## config.mk

```make
export PLATFORM = sky130hd
export DESIGN_NAME = fx_compressor_mc
export DESIGN_NICKNAME = d
export VERILOG_FILES = /design/src/rtl/fx_compressor_mc.sv
export SDC_FILE = /design/constraint.sdc
export NUM_CORES = 2
export LEC_CHECK = 0
export BUFFER_PORTS_ARGS = -buffer_cell sky130_fd_sc_hd__buf_2
export CAP_MARGIN = 20
export CORE_MARGIN = 3
export CORE_UTILIZATION = 34
export CTS_BUF_LIST = sky130_fd_sc_hd__clkbuf_16
export DETAILED_ROUTE_END_ITERATION = 16
export PLACE_DENSITY = 0.46
export SLEW_MARGIN = 20
export SYNTH_ARGS = -nofsm -noshare
export SYNTH_HDL_FRONTEND = slang
export SYNTH_SLANG_ARGS = --single-unit
```

## constraint.sdc

```tcl
create_clock -name clk -period 25.4 [get_ports clk]
set_input_delay 5.08 -clock clk [delete_from_list [all_inputs] [get_ports clk]]
set_output_delay 5.08 -clock clk [all_outputs]
set_load 0.005 [all_outputs]
```

## src/rtl/fx_compressor_mc.sv

```systemverilog
// Multi-channel feed-forward compressor; one shared detector/divider/multiplier walks all channels.
// Latency 2*NUM_CH + G*2*DATA_W + 1 cycles (G = 1 linked, NUM_CH independent); strobes while busy are dropped and flagged.
module fx_compressor_mc #(
  parameter int NUM_CH    = 2,
  parameter int DATA_W    = 16,
  parameter int PARAM_W   = 8,
  parameter int LOOKAHEAD = 0
) (
  input  logic                           clk,
  input  logic                           reset,
  input  logic                           sample_en,
  input  logic [NUM_CH-1:0][DATA_W-1:0]  audio_in,
  input  logic [PARAM_W-1:0]             fx_threshold,
  input  logic [PARAM_W-1:0]             fx_ratio,
  input  logic [PARAM_W-1:0]             fx_attack,
  input  logic [PARAM_W-1:0]             fx_release,
  input  logic [PARAM_W-1:0]             fx_makeup,
  input  logic                           fx_link,
  output logic [NUM_CH-1:0][DATA_W-1:0]  audio_out,
  output logic                           out_valid,
  output logic                           busy,
  output logic                           overrun,
  output logic [DATA_W-1:0]              gain_out
);

  localparam int CH_W = (NUM_CH > 1) ? $clog2(NUM_CH) : 1;
  localparam int ST_W = $clog2(DATA_W);
  localparam int MK_W = PARAM_W + 8;
  localparam int Z_W  = DATA_W + 1 + MK_W;
  localparam logic [DATA_W-1:0] UNITY = {1'b1, {(DATA_W-1){1'b0}}};
  localparam logic [DATA_W-1:0] AMAX  = {1'b0, {(DATA_W-1){1'b1}}};
  localparam logic signed [Z_W-1:0] SMAX = Z_W'(AMAX);
  localparam logic signed [Z_W-1:0] SMIN = ~SMAX;

  typedef enum logic [2:0] {S_IDLE, S_ENV, S_DIVA, S_DIVB, S_APPLY, S_DONE} state_t;

  state_t          state_q, state_d;
  logic [CH_W-1:0] ch_q, ch_d, dch_q, dch_d;
  logic [ST_W-1:0] step_q, step_d;
  logic            accept, ch_last, dch_last, step_last;

  logic [NUM_CH-1:0][DATA_W-1:0] x_q, env_q, gain_q, obuf_q, audio_out_q, ap;
  logic [PARAM_W-1:0]            thr_q, ratio_q, att_q, rel_q, mk_q;
  logic                          link_q, overrun_q;
  logic [DATA_W-1:0]             envmax_q, rem_q, quo_q, gmin_q, gain_out_q;

  assign accept    = sample_en && (state_q == S_IDLE);
  assign ch_last   = (ch_q == CH_W'(NUM_CH - 1));
  assign dch_last  = (dch_q == CH_W'(NUM_CH - 1));
  assign step_last = (step_q == ST_W'(DATA_W - 1));

  always_ff @(posedge clk) begin
    if (reset) begin
      state_q <= S_IDLE;
      ch_q    <= '0;
      dch_q   <= '0;
      step_q  <= '0;
    end else begin
      state_q <= state_d;
      ch_q    <= ch_d;
      dch_q   <= dch_d;
      step_q  <= step_d;
    end
  end

  always_comb begin
    state_d = state_q;
    ch_d    = ch_q;
    dch_d   = dch_q;
    step_d  = step_q;
    case (state_q)
      S_IDLE: begin
        if (sample_en) begin
          state_d = S_ENV;
          ch_d    = '0;
          dch_d   = '0;
          step_d  = '0;
        end
      end
      S_ENV: begin
        if (ch_last) begin
          ch_d    = '0;
          state_d = S_DIVA;
        end else begin
          ch_d = ch_q + CH_W'(1);
        end
      end
      S_DIVA: begin
        if (step_last) begin
          step_d  = '0;
          state_d = S_DIVB;
        end else begin
          step_d = step_q + ST_W'(1);
        end
      end
      S_DIVB: begin
        if (step_last) begin
          step_d = '0;
          // Independent mode runs one divider pair per channel before applying.
          if (!link_q && !dch_last) begin
            dch_d   = dch_q + CH_W'(1);
            state_d = S_DIVA;
          end else begin
            state_d = S_APPLY;
          end
        end else begin
          step_d = step_q + ST_W'(1);
        end
      end
      S_APPLY: begin
        if (ch_last) begin
          ch_d    = '0;
          state_d = S_DONE;
        end else begin
          ch_d = ch_q + CH_W'(1);
        end
      end
      S_DONE:  state_d = S_IDLE;
      default: state_d = S_IDLE;
    endcase
  end

  generate
    if (LOOKAHEAD == 0) begin : g_nodly
      assign ap = x_q;
    end else begin : g_dly
      localparam int WP_W = (LOOKAHEAD > 1) ? $clog2(LOOKAHEAD) : 1;
      logic [NUM_CH-1:0][DATA_W-1:0] dly_q [LOOKAHEAD];
      logic [NUM_CH-1:0][DATA_W-1:0] ap_q;
      logic [WP_W-1:0]               wp_q;
      always_ff @(posedge clk) begin
        if (reset) begin
          for (int i = 0; i < LOOKAHEAD; i++) dly_q[i] <= '0;
          ap_q <= '0;
          wp_q <= '0;
        end else if (accept) begin
          ap_q        <= dly_q[wp_q];
          dly_q[wp_q] <= audio_in;
          wp_q        <= (wp_q == WP_W'(LOOKAHEAD - 1)) ? '0 : wp_q + WP_W'(1);
        end
      end
      assign ap = ap_q;
    end
  endgenerate

  logic [DATA_W-1:0]             xe, a_abs, env_cur, env_diff, env_new, thr_t, lvl, tq;
  logic [DATA_W-1:0]             rem_src, quo_src, rem_nx, quo_nx, g_cur, gmin_nx, zs;
  logic [PARAM_W:0]              coef;
  logic [DATA_W+PARAM_W:0]       prod;
  logic [DATA_W:0]               trial, dvsr;
  logic                          bypass, env_up;
  logic signed [2*DATA_W:0]      p1;
  logic signed [DATA_W:0]        yv;
  logic signed [MK_W-1:0]        mkv;
  logic signed [Z_W-1:0]         p2, zv;
  logic [NUM_CH-1:0][DATA_W-1:0] frame_d;

  assign thr_t = DATA_W'(thr_q) << (DATA_W - 1 - PARAM_W);

  always_comb begin
    xe = x_q[ch_q];
    if (xe == UNITY)        a_abs = AMAX;
    else if (xe[DATA_W-1])  a_abs = -xe;
    else                    a_abs = xe;
    env_cur  = env_q[ch_q];
    env_up   = (a_abs > env_cur);
    env_diff = env_up ? (a_abs - env_cur) : (env_cur - a_abs);
    coef     = env_up ? ({1'b0, att_q} + (PARAM_W+1)'(1)) : ({1'b0, rel_q} + (PARAM_W+1)'(1));
    prod     = (DATA_W+PARAM_W+1)'(env_diff) * (DATA_W+PARAM_W+1)'(coef);
    env_new  = env_up ? (env_cur + DATA_W'(prod >> PARAM_W)) : (env_cur - DATA_W'(prod >> PARAM_W));

    lvl    = link_q ? envmax_q : env_q[dch_q];
    bypass = (lvl <= thr_t) || (ratio_q <= PARAM_W'(1)) || (lvl == '0);
    tq     = thr_t + quo_q;
    // DIVB seeds the remainder with the top of (T+q)<<(DATA_W-1); the quotient is known to fit DATA_W bits.
    if (state_q == S_DIVA) begin
      rem_src = (step_q == '0) ? '0 : rem_q;
      quo_src = (step_q == '0) ? (lvl - thr_t) : quo_q;
      dvsr    = (DATA_W+1)'(ratio_q);
    end else begin
      rem_src = (step_q == '0) ? {1'b0, tq[DATA_W-1:1]} : rem_q;
      quo_src = (step_q == '0) ? {tq[0], {(DATA_W-1){1'b0}}} : quo_q;
      dvsr    = {1'b0, lvl};
    end
    trial = {rem_src, quo_src[DATA_W-1]};
    if (trial >= dvsr) begin
      rem_nx = DATA_W'(trial - dvsr);
      quo_nx = {quo_src[DATA_W-2:0], 1'b1};
    end else begin
      rem_nx = trial[DATA_W-1:0];
      quo_nx = {quo_src[DATA_W-2:0], 1'b0};
    end

    g_cur   = link_q ? gain_q[0] : gain_q[ch_q];
    gmin_nx = ((ch_q == '0) || (g_cur < gmin_q)) ? g_cur : gmin_q;
    p1  = (2*DATA_W+1)'(signed'(ap[ch_q])) * (2*DATA_W+1)'(signed'({1'b0, g_cur}));
    yv  = (DATA_W+1)'(p1 >>> (DATA_W - 1));
    mkv = MK_W'(mk_q) + MK_W'(64);
    p2  = Z_W'(yv) * Z_W'(mkv);
    zv  = p2 >>> 6;
    if (zv > SMAX)      zs = AMAX;
    else if (zv < SMIN) zs = UNITY;
    else                zs = zv[DATA_W-1:0];
    frame_d       = obuf_q;
    frame_d[ch_q] = zs;
  end

  always_ff @(posedge clk) begin
    if (reset) begin
      x_q         <= '0;
      env_q       <= '0;
      gain_q      <= '0;
      obuf_q      <= '0;
      audio_out_q <= '0;
      thr_q       <= '0;
      ratio_q     <= '0;
      att_q       <= '0;
      rel_q       <= '0;
      mk_q        <= '0;
      link_q      <= 1'b0;
      overrun_q   <= 1'b0;
      envmax_q    <= '0;
      rem_q       <= '0;
      quo_q       <= '0;
      gmin_q      <= '0;
      gain_out_q  <= UNITY;
    end else begin
      overrun_q <= sample_en && (state_q != S_IDLE);
      if (accept) begin
        x_q     <= audio_in;
        thr_q   <= fx_threshold;
        ratio_q <= fx_ratio;
        att_q   <= fx_attack;
        rel_q   <= fx_release;
        mk_q    <= fx_makeup;
        link_q  <= fx_link;
      end
      case (state_q)
        S_ENV: begin
          env_q[ch_q] <= env_new;
          envmax_q    <= ((ch_q == '0) || (env_new > envmax_q)) ? env_new : envmax_q;
        end
        S_DIVA, S_DIVB: begin
          rem_q <= rem_nx;
          quo_q <= quo_nx;
          if ((state_q == S_DIVB) && step_last) gain_q[dch_q] <= bypass ? UNITY : quo_nx;
        end
        S_APPLY: begin
          obuf_q <= frame_d;
          gmin_q <= gmin_nx;
          if (ch_last) begin
            audio_out_q <= frame_d;
            gain_out_q  <= gmin_nx;
          end
        end
        default: ;
      endcase
    end
  end

  assign audio_out = audio_out_q;
  assign gain_out  = gain_out_q;
  assign overrun   = overrun_q;
  assign busy      = (state_q != S_IDLE);
  assign out_valid = (state_q == S_DONE);

endmodule
```

Word level (Yosys, flattened, before mapping) --
Index checks and enable logic that the tools add are counted.
Storage, ports and cells: register bits 291, input port bits 76, output and inout bits 51
Operators by class: add/subtract/negate cells 14, $mul 3, order comparisons 12, equality and inequality tests 13, muxes and demuxes 51, bitwise operators 1, reductions and logical operators 28
Operator list (number):
- $mux 16 | 28
- $bwmux 32 | 3
- $sub 16x16->16 | 4
- $demux 16 s1 | 2
- $gt 16x16->1 | 2
- $mul 16x17->32 | 1
- $mul 17x10->27 | 1
- $mul 16x9->24 | 1
- $gt 21x16->1 const B | 1
- $lt 21x16->1 const B | 1
- $add 8x1->9 const B | 2
- $mux 3 | 6
- $ge 17x16->1 | 1
- $add 15x16->16 | 1
- $add 16x16->16 | 1
- $eq 16x16->1 const B | 1
- $le 16x15->1 | 1
- $logic_not 16->1 | 1
- $lt 16x16->1 | 1
- $neg 16->16 | 1
- $sub 16x15->16 | 1
- $pmux 3 s5 | 1
- $ne 2x2->1 const B | 6
- $reduce_and 2->1 | 5
- 26 further kinds | 49

Longest topological paths before layout --
word-level depth 13, depth in mapped cells 70, mapped depth without buffers 65

Worst setup path before layout --
No wires, ideal clock.
path kind flip-flop to flip-flop, start point register ch_q (netlist: ch_last), end point register envmax_q[14], setup time 0.128 ns, arrival time 14.665 ns, data required time 25.272 ns, path slack 10.608 ns, cell stages (with the launch flop) 69, period minus slack after synthesis 14.792 ns, cell sequence dfxtp_1 buf_2 buf_1 o21ai_1 clkinv_1 ha_1 nand4_1 nand2b_1 or3_1 clkbuf_1 nand2_1 inv_1 ha_1 fa_1 nand2b_1 a21oi_1 o41a_1 o21a_1 [33 not listed] a21boi_0 o21ai_0 a21boi_0 o21ai_0 nor2b_1 xnor2_1 ha_1 a21o_1 a21o_1 a21o_1 a21o_1 a21o_1 a221oi_1 o21ai_0 nand2_1 clkbuf_1 mux2i_1 nor2_1
On the way: cells in the longest elaborated chain, start to end 13
Ends and longest elaborated chain:
- from (decl) | RTL line 38 | logic [CH_W-1:0] ch_q, ch_d, dch_q, dch_d;
- from (signal assigned) | RTL line 60 | ch_q <= ch_d;
- $mux 16 (not written as such) (2 in a row) | RTL line 161 | xe = x_q[ch_q];
- $neg 16->16 | RTL line 163 | else if (xe[DATA_W-1]) a_abs = -xe;
- $mux 16 | RTL line 163
- $mux 16 | RTL line 162 | if (xe == UNITY) a_abs = AMAX;
- $sub 16x16->16 or $gt 16x16->1 (tied branches) | RTL line 167, 166
- $mux 16 or $mux 9 (tied branches) | RTL line 167, 168
- $mul 16x9->24 | RTL line 169 | prod = (DATA_W+PARAM_W+1)'(env_diff) * (DATA_W+PARAM_W+1)'(coef);
- $sub 16x16->16 or $add 16x16->16 (tied branches) | RTL line 170 | env_new = env_up ? (env_cur + DATA_W'(prod >> PARAM_W)) : (env_cur - DATA_W'(prod >> PARAM_W));
- $mux 16 * | RTL line 170
- named net env_new[10] | RTL line 146 | logic [DATA_W-1:0] xe, a_abs, env_cur, env_diff, env_new, thr_t, lvl, tq;
- $gt 16x16->1 * | RTL line 241 | envmax_q <= ((ch_q == '0) || (env_new > envmax_q)) ? env_new : envmax_q;
- $logic_or 1x1->1 * | RTL line 241
- $reduce_and 2->1 (no line) *
- to (signal assigned) | RTL line 241
- to (decl) | RTL line 45 | logic [DATA_W-1:0] envmax_q, rem_q, quo_q, gmin_q, gain_out_q;
The timed path passes the listed nets; every way through them passes the cells marked *. The select of a mux whose other input is x is not followed. A chain may end at the register's enable or synchronous reset.

Worst setup path in the final report --
start point register ch_q (netlist: ch_last), end point register envmax_q[15]
On the way: cells in the longest elaborated chain, start to end 13
Ends and longest elaborated chain (RTL line):
- $mux 16 (not written as such) (2 in a row) | 161
- $neg 16->16 | 163
- $mux 16 | 163
- $mux 16 | 162
- $sub 16x16->16 or $gt 16x16->1 (tied branches) | 167, 166
- $mux 16 or $mux 9 (tied branches) | 167, 168
- $mul 16x9->24 | 169
- $sub 16x16->16 or $add 16x16->16 (tied branches) | 170
- $mux 16 * | 170
- named net env_new[15] | 146
- $gt 16x16->1 | 241
- $logic_or 1x1->1 | 241
- $reduce_and 2->1 (no line)
Marked as above.

==> summary.txt <==
Outcome
  • Status: finished clean

Logic synthesis
  • Number of synthesized flops with an enable pin: 0
  • Sequential-to-total area share from yosys stat: 15.7%
  • Post-Syn Nets: 5213
  • Average size of a mapped cell: 8.02 sq um
  • Synth area leader: fa_1
  • #FFs+latches synth: 275
  • Async SR Flop Fraction: 0%
  • Syn Inst Count: 4388
  • YS warnings: 0
  • Yosys top cell area share: 24.1%
  • Top cells by area, synth: fa_1 (24%), dfxtp_1 (16%), ha_1 (12%), nand2_1 (7.9%), inv_1 (6.7%)
  • Primary FF master, synth: dfxtp_1
  • Post-synth cell types: 86
  • Cell Area, Synth: 0.0352 sq mm

Clock network
  • Root Buffer: clkbuf_16
  • Post-CTS Setup Inserts: 0
  • TritonCTS buffer count: 37
  • CTS Sinks: 275
  • Clock-pin slew of the registers on the worst-case setup and hold paths: 60 ps
  • Deepest clock path buffer count: 3
  • CTS tree: yes
  • Worst-skew pair later-pin latency: 600 ps
  • Post-CTS Hold Buffers: 0
  • H-tree Lvls: 2
  • Post_cts resized: 0

Placement
  • Placer Congestion: 0.880
  • Pre-CTS WS: 8490 ps
  • Number of port buffers: 126
  • Detailed Place HPWL: 88200 um

STA
  • Final Hold Viols: 0
  • Slew Limit Fails: 0
  • Worst-Margin Slew: 1210 ps
  • RSZ-0062 raised after global routing: false
  • Minimum clock period: 17140 ps
  • Setup TNS: 0 ps
  • Fin crit share: 67.5%
  • Final-report setup violation count: 0
  • Max Fclk: 58.3 MHz
  • Final worst slack: 8260 ps
  • Worst Skew: 29.3 ps
  • Slew HR: 18.8%

Run
  • MaxCap Viol Count: 0

Setup path
  • Critical path's slowest cell: o21ai_1
  • CP Capture Type: flip-flop
  • Crit Path Class: reg -> reg
  • CP arrival: 17670 ps
  • Worst R2R Setup Slack: 8260 ps
  • Reg2Reg Depth: 54
  • CP Max Fanout: 36
  • Worst R2R End: envmax_q[15]
  • Critical path required time: 25930 ps
  • Reg2reg start: ch_last
  • Startpoint Class: flip-flop
  • Slowest stage delay, CP: 930 ps
  • Setup crit end: envmax_q[15]
  • Crit. Startpoint: ch_last

GRT
  • Largest net degree at the start of global routing: 93
  • Vias in the first global route: 30200
  • Total track usage: 21.2%
  • First-pass GRT wire length: 178000 um
  • Number of antenna violations at the first check in global routing: 3
  • Aggregate global routing overflow: 0

Finish
  • Most frequent cells in the layout: nand2_1 (743), inv_1 (637), fa_1 (424), nor2_1 (379), ha_1 (325)
  • Area Growth Syn to Fin: 9.14%
  • Commonest non-fill, non-tap cell in the layout: nand2_1
  • Filler instances: 10900
  • Final-stage net count: 5238
  • Final core utilization: 37.6%
  • Share of cells above drive strength 1: 6.83%

Route
  • DR iter-0 viols: 1620
  • Routed WL per cell: 19.4 um
  • Drt drc: 0
  • Vias per cell: 5.09
  • Antenna-violating nets left: 0
  • Post-Route WL: 113000 um
  • Drt first pass iters: 6
  • Total vias in the final route: 29600

Floorplan
  • Die W: 328 um
  • IO Count: 127
  • Die height: 328 um
  • # rows: 117
  • Core Footprint: 0.102 sq mm
  • Initial core utilization: 34.4%
  • Die ar.: 0.107 sq mm

Hold path
  • HP Class: reg -> reg
cells by family (layout without fill, tap and decap cells):
logic type | count (synthesis) | after routing | share of synthesized area (%)
AOI/OAI and AO/OA | 735 | 735 | 13.5
xor gates and xnor gates | 137 | 137 | 3.55
adders and majority gates | 749 | 749 | 35.7
buffers and inverters | 832 | 883 | 9.01
DFF | 275 | 275 | 15.7
muxes | 119 | 119 | 3.50
other | 0 | 2 | 0
and+or+nand+nor | 1541 | 1541 | 19.1
layer usage:
| layer | vias to the layer above | track usage [%] | wire (um) |
|---|---|---|---|
| li1 | 14300 | - | - |
| met1 | 14500 | 28.4 | 51200 |
| met2 | 617 | 35.0 | 52300 |
| met3 | 150 | 3.23 | 5670 |
| met4 | 0 | 6.71 | 3780 |
| met5 | - | 0 | 0 |
sequential cells by signal (all words and copies together) (netlist names), 3 cells and up:
register / cells
step_q: 4
envmax_q: 16
env_q: 32
audio_out: 32
ap: 32
rel_q: 8
ratio_q: 8
rem_q: 16
quo_q: 16
gain_q: 32
att_q: 8
gmin_q: 16
gain_out: 16
state_q: 3
thr_q: 8
obuf_q: 16
mk_q: 8
cells in the mapped netlist, types with 27 or more instances:
master / count
ha_1: 325
nor2b_1: 48
clkbuf_1: 164
o21ai_0: 114
a211oi_1: 42
mux2_2: 27
and2_1: 108
dfxtp_1: 275
nor2_1: 379
nor3_1: 46
o32ai_1: 30
nand2_1: 744
inv_1: 628
xor2_1: 45
mux2i_1: 90
a21oi_1: 282
xnor2_1: 88
nand3_1: 88
fa_1: 424
a21o_1: 59
metrics by stage:
| stage | hold slack, ps | instances | cell area [sq um] |
|---|---|---|---|
| finish | 451 | 5809 | 38400 |
| global route | 472 | 5807 | 38400 |
| CTS | 451 | 5807 | 38400 |
| detailed placement | 443 | 5742 | 37200 |
| global placement | 439 | 5742 | 37200 |
| floorplan | 432 | 4388 | 35200 |
critical path, delay by kind of cell (launching register included):
kind,cells,cell delay [ps]
mux,1,150
compound gates,20,5980
buf+inv,6,1310
xor+xnor,5,1640
flops,1,470
simple gates,13,3500
fa+ha+maj,9,3980
worst min path at each step:
stage | start | endpoint | slack (ps) | cells past startpoint
6_report | audio_out[7] | audio_out[7] | 450 | 2
5_1_grt | audio_out[1] | audio_out[1] | 470 | 2
4_1_cts | obuf_q[14] | audio_out[14] | 450 | 2
3_5_place_dp | obuf_q[14] | audio_out[14] | 440 | 2
3_3_place_gp | obuf_q[6] | audio_out[6] | 440 | 2
2_1_floorplan | gain_q[16] | gain_q[16] | 430 | 2
final cells by class:
class / instances / area, sq um / share of cell area [%]
Multi-Input combinational cell: 3281 / 26600 / 69.2
Sequential cell: 275 / 5510 / 14.4
Inverter: 635 / 2380 / 6.21
Clock buffer: 38 / 951 / 2.48
Timing Repair Buffer: 183 / 1070 / 2.78
Clock inverter: 27 / 190 / 0.495
Tap cell: 1368 / 1710 / 4.46
Antenna cell: 2 / 5.00 / 0.0130
Power is not shown: default switching activity piles up to over one toggle a cycle in this logic, so the estimate is an artifact.
